<file path="src/rtl/fetch_unit.sv">
// Instruction fetch stage: owns the PC, addresses the instruction ROM, registers
// the 9-bit instruction for the decoder and resolves taken branches through an
// 8-entry loadable target/offset table.
module fetch_unit #(
    parameter int unsigned PC_W    = 10,
    parameter logic [8:0]  HALT_OP = 9'h0FF
) (
    input  logic            i_clk,
    input  logic            i_reset_n,
    input  logic            i_start,
    input  logic [PC_W-1:0] i_start_addr,
    input  logic            i_stall,
    input  logic            i_branch_taken,
    input  logic            i_branch_abs,
    input  logic [2:0]      i_lut_idx,
    input  logic            i_lut_we,
    input  logic [2:0]      i_lut_waddr,
    input  logic [PC_W-1:0] i_lut_wdata,
    input  logic [8:0]      i_instr_data,
    output logic [PC_W-1:0] o_instr_addr,
    output logic [8:0]      o_instruction,
    output logic            o_instr_valid,
    output logic [PC_W-1:0] o_instr_pc,
    output logic            o_halted,
    output logic [15:0]     o_cycle_count
);

    typedef enum logic [1:0] {
        StIdle,
        StRun,
        StHalted
    } state_t;

    state_t          r_state;
    logic [PC_W-1:0] r_pc;
    logic [8:0]      r_instr;
    logic            r_valid;
    logic [PC_W-1:0] r_instr_pc;
    logic            r_halted;
    logic [15:0]     r_cycle_count;
    logic [PC_W-1:0] r_lut [8];

    state_t          w_state_d;
    logic [PC_W-1:0] w_pc_d;
    logic [8:0]      w_instr_d;
    logic            w_valid_d;
    logic [PC_W-1:0] w_instr_pc_d;
    logic            w_halted_d;
    logic [15:0]     w_cycle_count_d;

    logic [PC_W-1:0] w_lut_rd;
    logic [PC_W-1:0] w_target;
    logic [PC_W-1:0] w_pc_inc;
    logic [15:0]     w_cnt_inc;

    // Branch target and saturating/wrapping increments.
    always_comb begin
        w_lut_rd  = r_lut[i_lut_idx];
        // Relative offsets are two's complement; a plain PC_W-bit add wraps correctly.
        w_target  = i_branch_abs ? w_lut_rd : (r_instr_pc + w_lut_rd);
        w_pc_inc  = r_pc + {{(PC_W-1){1'b0}}, 1'b1};
        w_cnt_inc = (r_cycle_count == 16'hFFFF) ? r_cycle_count : (r_cycle_count + 16'd1);
    end

    // Next-state logic for the fetch sequencer and its datapath registers.
    always_comb begin
        w_state_d       = r_state;
        w_pc_d          = r_pc;
        w_instr_d       = r_instr;
        w_valid_d       = r_valid;
        w_instr_pc_d    = r_instr_pc;
        w_halted_d      = r_halted;
        w_cycle_count_d = r_cycle_count;

        unique case (r_state)
            StIdle, StHalted: begin
                w_valid_d = 1'b0;
                if (i_start) begin
                    w_state_d       = StRun;
                    w_pc_d          = i_start_addr;
                    w_cycle_count_d = 16'd0;
                    w_halted_d      = 1'b0;
                end
            end
            StRun: begin
                w_cycle_count_d = w_cnt_inc;
                if (!i_stall) begin
                    if (r_valid && (r_instr == HALT_OP)) begin
                        w_state_d  = StHalted;
                        w_halted_d = 1'b1;
                        w_valid_d  = 1'b0;
                    end else if (r_valid && i_branch_taken) begin
                        // The ROM word at the old PC is wrong-path; drop it (one bubble).
                        w_pc_d    = w_target;
                        w_valid_d = 1'b0;
                    end else begin
                        w_instr_d    = i_instr_data;
                        w_instr_pc_d = r_pc;
                        w_valid_d    = 1'b1;
                        w_pc_d       = w_pc_inc;
                    end
                end
            end
            default: begin
                w_state_d = StIdle;
                w_valid_d = 1'b0;
            end
        endcase
    end

    // Fetch state and datapath registers.
    always_ff @(posedge i_clk or negedge i_reset_n) begin
        if (!i_reset_n) begin
            r_state       <= StIdle;
            r_pc          <= '0;
            r_instr       <= '0;
            r_valid       <= 1'b0;
            r_instr_pc    <= '0;
            r_halted      <= 1'b0;
            r_cycle_count <= '0;
        end else begin
            r_state       <= w_state_d;
            r_pc          <= w_pc_d;
            r_instr       <= w_instr_d;
            r_valid       <= w_valid_d;
            r_instr_pc    <= w_instr_pc_d;
            r_halted      <= w_halted_d;
            r_cycle_count <= w_cycle_count_d;
        end
    end

    // Branch table writes; a same-cycle branch reads the pre-write value.
    always_ff @(posedge i_clk or negedge i_reset_n) begin
        if (!i_reset_n) begin
            for (int i = 0; i < 8; i++) begin
                r_lut[i] <= '0;
            end
        end else if (i_lut_we) begin
            r_lut[i_lut_waddr] <= i_lut_wdata;
        end
    end

    assign o_instr_addr  = r_pc;
    assign o_instruction = r_instr;
    assign o_instr_valid = r_valid;
    assign o_instr_pc    = r_instr_pc;
    assign o_halted      = r_halted;
    assign o_cycle_count = r_cycle_count;

endmodule

</file>
<file path="config.mk">
export PLATFORM = sky130hd
export DESIGN_NAME = fetch_unit
export DESIGN_NICKNAME = d
export VERILOG_FILES = /design/src/rtl/fetch_unit.sv
export SDC_FILE = /design/constraint.sdc
export NUM_CORES = 1
export LEC_CHECK = 0
export ABC_AREA = 0
export CAP_MARGIN = 20
export CORE_MARGIN = 2
export CORE_UTILIZATION = 50
export DETAILED_ROUTE_END_ITERATION = 16
export PLACE_DENSITY = 0.86
export SYNTH_ARGS = -nofsm -noshare
export SYNTH_HDL_FRONTEND = slang
export SYNTH_SLANG_ARGS = --single-unit
</file>
<file path="constraint.sdc">
create_clock -name i_clk -period 3.1 [get_ports i_clk]
set_clock_uncertainty 0.2 [all_clocks]
set_input_delay 0.465 -clock i_clk [delete_from_list [all_inputs] [get_ports i_clk]]
set_output_delay 0.465 -clock i_clk [all_outputs]
set_load 0.02 [all_outputs]
</file>
==> impl_table.tex, run 1 <==
\begin{tabular}{lr}
\hline
Metric & Value \\
\hline
\multicolumn{2}{l}{\textbf{Floorplanning}} \\
\quad Die outline width & 119 um \\
\quad CORE AREA & 0.0127 mm2 \\
\quad Die Y & roughly 120 um \\
\quad Number of rows created at floorplan & roughly 40 \\
\quad Area of the die & 0.0141 mm2 \\
\quad Boundary pin count & about 90 \\
\quad Effective utilization at floorplan & 51.7\% \\
\multicolumn{2}{l}{\textbf{Worst setup path}} \\
\quad Worst EP required & 3260 ps \\
\quad Kind of start point of the critical path & flip-flop \\
\quad Critical Path Fanout Max & 2 \\
\quad CP Class & flip-flop to flip-flop \\
\quad Cells on worst reg2reg path & 10 \\
\quad FF-to-FF setup slack & -80 ps \\
\quad Crit. End Element & flip-flop \\
\quad Arr. time, crit path & between 3000 and 4000 ps \\
\multicolumn{2}{l}{\textbf{Power}} \\
\quad Net switching component of the power & 2.56 mW \\
\quad Sequential share of power & 35.0\% \\
\quad Switch share & roughly 35\% \\
\quad Clock network fraction of design power & 26.8\% \\
\quad Static leakage & between 3 and 4 nW \\
\quad Total power of the final layout & 7.40 mW \\
\quad Power share of the combinational group & a little under two fifths \\
\quad Cell internal pwr & around 4.8 mW \\
\quad PwrDens & approximately 850 mW/mm2 \\
\quad Worst IR drop on VDD & 0.504 mV \\
\multicolumn{2}{l}{\textbf{Drt}} \\
\quad DRT Wirelength & 17000 um \\
\quad Post-route antenna net violation count & 0 \\
\quad Detailed router's first-iteration violation count & 413 \\
\quad DRC errors left & 0 \\
\quad Total number of vias & 5050 \\
\quad Avg Vias per Cell & 6.03 \\
\quad Number of search-and-repair iterations in the first detailed-routing pass & 5 \\
\quad Wire per inst & 20.3 um \\
\multicolumn{2}{l}{\textbf{CTS}} \\
\quad \# clock sinks & 129 \\
\quad TritonCTS clock tree & built \\
\quad Root buffer cell & sky130\_fd\_sc\_hd\_\_clkbuf\_16 \\
\quad Clock input transition at the sequential cells of the worst setup and hold paths & 60 ps \\
\quad Insertion delay of the later-clocked pin in the worst-skew pair & 430 ps \\
\quad Clock buffer count from CTS & 17 \\
\quad Maximum level of the CTS H-tree & 4 \\
\quad Maximum buffer depth of the clock tree & 2 \\
\multicolumn{2}{l}{\textbf{Logic synthesis}} \\
\quad Number of distinct library cell variants in the gate-level netlist after synthesis & 61 \\
\quad Synth Register Bits & 129 \\
\quad Count of flip-flops with a built-in enable after synthesis & 0 \\
\quad Post-synthesis instance area & 0.00657 mm2 \\
\quad Yosys warning count & 0 \\
\quad Post-synthesis sequential area ratio & 49.1\% \\
\quad Number of nets in the synthesized netlist & around 570 \\
\quad Avg Inst Size Synth & around 13 um2 \\
\quad Ys async rst share & 100\% \\
\quad Area share of the largest cell type after synthesis & 49.1\% \\
\quad Largest area contributor in the netlist & sky130\_fd\_sc\_hd\_\_dfrtp\_1 \\
\quad Gate count after technology mapping & 520 \\
\quad Most used flip-flop cell after synthesis & sky130\_fd\_sc\_hd\_\_dfrtp\_1 \\
\quad Top area cells in the synthesized netlist & sky130\_fd\_sc\_hd\_\_dfrtp\_1, sky130\_fd\_sc\_hd\_\_mux2\_2, sky130\_fd\_sc\_hd\_\_mux4\_2 \\
\multicolumn{2}{l}{\textbf{Timing}} \\
\quad Final worst-path cycle share & 103\% \\
\quad Number of max-slew violations in the final report & 0 \\
\quad Post-layout worst setup margin & -84.4 ps \\
\quad Shortest clock period the worst path allows after layout & between 3000 and 4000 ps \\
\quad Slew at the pin with the worst max-slew slack & 971 ps \\
\quad Slew Limit Headroom & about a third \\
\quad Count of final setup violators & 2 \\
\quad Hold Vio Cnt, Final & 0 \\
\quad Fmax & 0.314 GHz \\
\quad Unrepaired setup endpoints after global routing & true \\
\multicolumn{2}{l}{\textbf{Final layout}} \\
\quad Final \#Nets & 707 \\
\quad Area grow syn2layout & 31.7\% \\
\quad Post-Layout Cell Count & 838 \\
\quad Count of fill cells added during filler insertion & 885 \\
\quad Final non-filler cell area & roughly 0.0087 mm2 \\
\quad Utilization after layout & 68.0\% \\
\quad \# diodes & 0 \\
\quad Fraction of layout cells with a size suffix above 1 & about a third \\
\multicolumn{2}{l}{\textbf{Min path}} \\
\quad HP Class & flip-flop to flip-flop \\
\quad Worst hold path cell count & 1 \\
\multicolumn{2}{l}{\textbf{Global route}} \\
\quad Overall overflow remaining after global route & 0 \\
\quad Number of global-route vias before repair & 5173 \\
\quad Number of antenna violations at the first check in global routing & 0 \\
\quad Largest net degree at the start of global routing & 56 \\
\quad Total GRT Usage & 24.8\% \\
\quad First-pass GRT wire length & 27300 um \\
\multicolumn{2}{l}{\textbf{Status}} \\
\quad Violations in the final reports & setup timing \\
\quad Run status & finished, violations left \\
\multicolumn{2}{l}{\textbf{Place}} \\
\quad Instance area after placement & 0.00794 mm2 \\
\quad Number of placed cells counting well taps & 797 \\
\quad HPWL after detailed placement & approximately 11000 um \\
\quad Number of port buffers & 88 \\
\quad Worst setup slack before clock tree synthesis & -786 ps \\
\quad Final RePlAce weighted congestion & 0.952 \\
\multicolumn{2}{l}{\textbf{Run}} \\
\quad Maxcap violations & 0 \\
\hline
\end{tabular}
metal layers:
metal,track usage (%),share of wire [%],vias up,routed length (um)
li1,-,-,2227,-
met1,32.7,43,2573,7390
met2,40.3,49,208,8310
met3,5.79,6.0,42,1020
met4,8.71,1.9,0,326
met5,0,0,-,0
final timing paths:
kind,from,to
setup reg to reg,r_lut[0],o_instr_addr[8]
hold / removal,r_lut[29],r_lut[29]
min in group asynchronous,i_reset_n,o_cycle_count[4]
max in group asynchronous,i_reset_n,r_lut[47]
hold reg to reg,r_lut[29],r_lut[29]
setup / recovery,r_lut[0],o_instr_addr[8]
placed cells by master (no fill, tap or decap), drive strengths merged, types with 5 or more instances in the layout:
master         netlist  routed
inv                  7      11
o21ai               19      19
a211oi               6       6
nor2                19      19
ha                  11      11
nand2               29      29
mux4                20      20
nand4                8       8
clkinv               0       6
buf                  7      49
clkdlybuf4s50        0      85
xnor2               14      14
nor3                10      10
dfrtp              129     129
xor2                 5       5
o211ai               6       6
mux2               109     109
a21oi               18      18
or3                  7       7
nand3               15      15
and2                 5       5
clkbuf              16      19
cells by family after synthesis:
group	Yosys count	synth area share [%]
XOR/XNOR	19	2.53
flip-flops	129	49.1
buffers and inverters	30	2.08
AO/OA/AOI/OAI	79	8.24
adder cells (fa/ha/maj)	12	2.40
multiplexers	129	25.5
AND/OR/NAND/NOR	122	10.1
worst max-delay path, cell delays in order (launching register included):
cell and delay, ps:
sky130_fd_sc_hd__dfrtp_1 400, sky130_fd_sc_hd__mux4_2 480, sky130_fd_sc_hd__mux2_4 300, sky130_fd_sc_hd__ha_4 170
sky130_fd_sc_hd__fa_2 370, sky130_fd_sc_hd__a211oi_2 250, sky130_fd_sc_hd__o21bai_1 130, sky130_fd_sc_hd__a2111oi_2 390
sky130_fd_sc_hd__nor3_2 110, sky130_fd_sc_hd__xnor2_1 130, sky130_fd_sc_hd__a31oi_1 160
layout make-up:
| type | instances | area, um2 | area share (%) |
|---|---|---|---|
| clock buffer | 18 | 429 | 4.96 |
| inverter | 7 | 26.3 | 0.304 |
| clock inverter | 14 | 155 | 1.79 |
| sequential | 129 | 3230 | 37.3 |
| timing repair buffer | 137 | 1280 | 14.8 |
| tap | 172 | 215 | 2.49 |
| multi-input combinational | 361 | 3320 | 38.4 |
flip-flops by register name, summed over array words and instances, names as in the netlist:
register and flops:
o_cycle_count 16, o_halted 1, o_instr_addr 10, o_instr_pc 10, o_instr_valid 1, o_instruction 9, r_lut 80, r_state 2
repair_timing:
item	CTS	global route
pin swaps	6	7
hold buffers	1	0
buffers inserted	2	6
hold endpoints to repair	52	0
gates resized for setup	10	12
setup endpoints to repair	8	6
cell usage after synthesis, types with 2 or more instances:
cell type / instances
sky130_fd_sc_hd__a2111oi_0: 2
sky130_fd_sc_hd__a211oi_1: 6
sky130_fd_sc_hd__a21o_1: 4
sky130_fd_sc_hd__a21oi_1: 18
sky130_fd_sc_hd__a31oi_1: 2
sky130_fd_sc_hd__and2_1: 4
sky130_fd_sc_hd__and3_1: 4
sky130_fd_sc_hd__and4_1: 4
sky130_fd_sc_hd__and4b_1: 2
sky130_fd_sc_hd__buf_1: 2
sky130_fd_sc_hd__buf_4: 2
sky130_fd_sc_hd__buf_6: 2
sky130_fd_sc_hd__clkbuf_1: 16
sky130_fd_sc_hd__dfrtp_1: 129
sky130_fd_sc_hd__ha_1: 11
sky130_fd_sc_hd__inv_1: 7
sky130_fd_sc_hd__mux2_2: 109
sky130_fd_sc_hd__mux4_2: 20
sky130_fd_sc_hd__nand2_1: 29
sky130_fd_sc_hd__nand2b_1: 4
sky130_fd_sc_hd__nand3_1: 15
sky130_fd_sc_hd__nand4_1: 7
sky130_fd_sc_hd__nand4b_1: 3
sky130_fd_sc_hd__nor2_1: 19
sky130_fd_sc_hd__nor2b_1: 2
sky130_fd_sc_hd__nor3_1: 8
sky130_fd_sc_hd__nor3_2: 2
sky130_fd_sc_hd__nor3b_1: 2
sky130_fd_sc_hd__nor4_1: 2
sky130_fd_sc_hd__o211ai_1: 6
sky130_fd_sc_hd__o21a_1: 2
sky130_fd_sc_hd__o21ai_0: 12
sky130_fd_sc_hd__o21ai_1: 7
sky130_fd_sc_hd__o22ai_1: 2
sky130_fd_sc_hd__o31ai_1: 3
sky130_fd_sc_hd__or2_2: 3
sky130_fd_sc_hd__or3_1: 7
sky130_fd_sc_hd__xnor2_1: 14
sky130_fd_sc_hd__xor2_1: 5
metrics by stage:
step                TNS, ps  hold WS [ps]
finish                 -106           301
global route           -369           313
CTS                   -17.1           303
detailed placement    -5500           287
global placement      -4950           278
floorplan              -158         -30.6
power groups by stage:
stage | registers [mW] | clock network (mW) | logic [mW]
detailed placement | 2.59 | 0 | 2.63
CTS | 2.58 | 2.01 | 2.71
floorplan | 2.72 | 0 | 1.39
global route | 2.65 | 2.08 | 3.04
global placement | 2.55 | 0 | 2.54
finish | 2.59 | 1.99 | 2.82
Note: power is estimated with default switching activity, not from simulation.
==> inputs of run 2 (changes only) <==
Settings changed: HOLD_SLACK_MARGIN set to 0.1, RECOVER_POWER set to 100.
==> run 2 against run 1 <==
  * Design area is 0.94% lower
  * The flow still finishes with violations (setup timing)
  * Clock-buffer cell count stayed put
  * Total power is 1.6% lower
  * Sequential power hardly changed
  * Setup slack better by 30 ps
  * Clock power hardly changed
==> impl_table.tex, run 2 (same netlist as run 1, synthesis figures left out) <==
\begin{tabular}{lr}
\hline
Metric & Value \\
\hline
\multicolumn{2}{l}{\textbf{Timing}} \\
\quad Fmax & 0.317 GHz \\
\quad Number of max-slew violations in the final report & 0 \\
\quad Unrepaired setup endpoints after global routing & true \\
\quad Hold Vio Cnt, Final & 0 \\
\quad Slew at the pin with the worst max-slew slack & approximately 1400 ps \\
\quad Post-layout worst setup margin & -54.8 ps \\
\quad Shortest clock period the worst path allows after layout & 3150 ps \\
\quad Count of final setup violators & 2 \\
\quad Final sum of negative setup slack & -73.9 ps \\
\quad Slew Limit Headroom & 5.47\% \\
\quad Final worst-path cycle share & 102\% \\
\multicolumn{2}{l}{\textbf{Floorplanning}} \\
\quad Boundary pin count & 89 \\
\quad Effective utilization at floorplan & 51.7\% \\
\quad Die outline width & 119 um \\
\quad Number of rows created at floorplan & just over 40 \\
\quad Die Y & approximately 120 um \\
\quad CORE AREA & 0.0127 mm2 \\
\quad Area of the die & 0.0141 mm2 \\
\multicolumn{2}{l}{\textbf{Worst setup path}} \\
\quad Crit. End Element & flip-flop \\
\quad Arr. time, crit path & between 3000 and 4000 ps \\
\quad CP Class & flip-flop to flip-flop \\
\quad Largest stage delay on the critical path & 480 ps \\
\quad Cells along the critical path & mux4\_2 > mux2\_4 > ha\_4 > fa\_2 > a211oi\_2 > o21bai\_1 > a2111oi\_2 > nor3\_2 > xnor2\_1 > a31oi\_1 \\
\quad Worst EP required & 3250 ps \\
\quad Critical Path Fanout Max & 2 \\
\quad Cell with the largest stage delay on the worst path & sky130\_fd\_sc\_hd\_\_mux4\_2 \\
\quad Kind of start point of the critical path & flip-flop \\
\multicolumn{2}{l}{\textbf{Place}} \\
\quad HPWL after detailed placement & 11400 um \\
\quad Worst setup slack before clock tree synthesis & -786 ps \\
\quad Final RePlAce weighted congestion & 0.952 \\
\quad Number of port buffers & 88 \\
\multicolumn{2}{l}{\textbf{CTS}} \\
\quad Clock buffer count from CTS & 17 \\
\quad Maximum level of the CTS H-tree & 4 \\
\quad Clock input transition at the sequential cells of the worst setup and hold paths & 60 ps \\
\quad Maximum buffer depth of the clock tree & 2 \\
\quad Root buffer cell & sky130\_fd\_sc\_hd\_\_clkbuf\_16 \\
\quad Insertion delay of the later-clocked pin in the worst-skew pair & 430 ps \\
\quad \# clock sinks & $\sim$130 \\
\quad TritonCTS clock tree & built \\
\multicolumn{2}{l}{\textbf{Drt}} \\
\quad Wire per inst & 20.3 um \\
\quad Total number of vias & approximately 5000 \\
\quad Number of search-and-repair iterations in the first detailed-routing pass & 5 \\
\quad Post-route antenna net violation count & 0 \\
\quad Avg Vias per Cell & about 6 \\
\quad DRT Wirelength & 17000 um \\
\quad Detailed router's first-iteration violation count & 399 \\
\quad DRC errors left & 0 \\
\multicolumn{2}{l}{\textbf{Global route}} \\
\quad First-pass GRT wire length & 27300 um \\
\quad Largest net degree at the start of global routing & 56 \\
\quad Number of antenna violations at the first check in global routing & 0 \\
\quad Number of global-route vias before repair & approximately 5200 \\
\quad Total GRT Usage & 24.8\% \\
\quad Overall overflow remaining after global route & 0 \\
\multicolumn{2}{l}{\textbf{Status}} \\
\quad Violations in the final reports & setup timing \\
\quad Run status & finished, violations left \\
\multicolumn{2}{l}{\textbf{Power}} \\
\quad Net switching component of the power & between 2 and 3 mW \\
\quad Sequential share of power & 35.3\% \\
\quad Cell internal pwr & approximately 4.7 mW \\
\quad Switch share & 34.8\% \\
\quad Power share of the combinational group & between 30\% and 40\% \\
\quad Worst IR drop on VDD & 0.499 mV \\
\quad Clock network fraction of design power & 27.2\% \\
\quad PwrDens & 849 mW/mm2 \\
\quad Static leakage & 3.60 nW \\
\multicolumn{2}{l}{\textbf{Final layout}} \\
\quad Register bank with the most flops & r\_lut \\
\quad Most frequent cells in the layout & sky130\_fd\_sc\_hd\_\_dfrtp\_1, sky130\_fd\_sc\_hd\_\_mux2\_2, sky130\_fd\_sc\_hd\_\_dlygate4sd3\_1, sky130\_fd\_sc\_hd\_\_clkdlybuf4s50\_1, sky130\_fd\_sc\_hd\_\_buf\_4 \\
\quad \# diodes & 0 \\
\quad Area grow syn2layout & 30.5\% \\
\quad Fraction of layout cells with a size suffix above 1 & 32.1\% \\
\quad Flip-flop count of the largest register, all copies and words added & 80 \\
\quad Count of fill cells added during filler insertion & roughly 900 \\
\quad Final \#Nets & 707 \\
\quad Most common library cell in the layout ignoring fill and taps & sky130\_fd\_sc\_hd\_\_dfrtp\_1 \\
\multicolumn{2}{l}{\textbf{Run}} \\
\quad Maxcap violations & 0 \\
\multicolumn{2}{l}{\textbf{Min path}} \\
\quad HP Class & flip-flop to flip-flop \\
\hline
\end{tabular}
run 2: changes by cell type in the layout (fill, tap and decap cells not counted), sizes merged:
cell           previous run  this run
clkdlybuf4s50            85        36
buf                      49        33
clkbuf                   19        35
dlygate4sd3               1        50
run 2: metrics by stage:
step | power (mW) | std cells | cell area (um2) | util (%) | hold WS (ps)
floorplan | 4.11 | 520 | 6640 | - | -30.6
global placement | 5.09 | 797 | 7940 | 62.4 | 278
detailed placement | 5.22 | 797 | 7940 | 62.4 | 287
CTS | 7.30 | 832 | 8570 | 67.4 | 303
global route | 7.66 | 838 | 8580 | 67.4 | 313
finish | 7.28 | 838 | 8580 | 67.4 | 303
run 2: routing by layer:
| metal | global-route usage, % | vias to the layer above | part of all wire, % |
|---|---|---|---|
| li1 | - | 2226 | - |
| met1 | 32.7 | 2534 | 43 |
| met2 | 40.3 | 221 | 49 |
| met3 | 5.79 | 31 | 6.3 |
| met4 | 8.71 | 0 | 1.7 |
| met5 | 0 | - | 0 |
run 2: repair_timing:
item / 4_1_cts / 5_1_grt
endpoints found under the hold margin: 52 / 0
pin swaps: 6 / 7
endpoints found under the setup margin: 8 / 6
hold buffers: 1 / 0
gates resized for setup: 10 / 12
cloned: 0 / 0
setup buffers: 2 / 6
run 2: path summary, 6_finish.rpt:
path / from / to / slack (ps) / cells after the start
worst max-delay path: r_lut[0] / o_instr_addr[8] / -50 / 10
worst min-delay path: r_lut[29] / r_lut[29] / 300 / 1
worst max register to register: r_lut[0] / o_instr_addr[8] / -50 / 10
worst min register to register: r_lut[29] / r_lut[29] / 300 / 1
max in group asynchronous: i_reset_n / r_lut[34] / 590 / 3
min in group asynchronous: i_reset_n / o_cycle_count[1] / 710 / 2
run 2: worst max-delay path: cells and delay by family, from the launching register on:
kind	cells	cell delay [ps]
xor+xnor	1	130
compound gates	4	910
fa+ha+maj	2	540
flops	1	400
simple gates	1	110
mux	2	780
run 2: power groups by stage:
stage	logic, mW	registers, mW	clock network (mW)
2_1_floorplan	1.39	2.72	0
3_3_place_gp	2.54	2.55	0
3_5_place_dp	2.63	2.59	0
4_1_cts	2.71	2.58	2.01
5_1_grt	2.94	2.64	2.08
6_report	2.73	2.57	1.98
run 2: layout make-up:
class	count	area (um2)	share of cell area, %
Inverter	7	26.3	0.306
Tap cell	172	215	2.51
Multi-Input combinational cell	361	3300	38.5
Sequential cell	129	3230	37.6
Clock inverter	14	155	1.81
Timing Repair Buffer	137	1220	14.2
Clock buffer	18	429	5.00
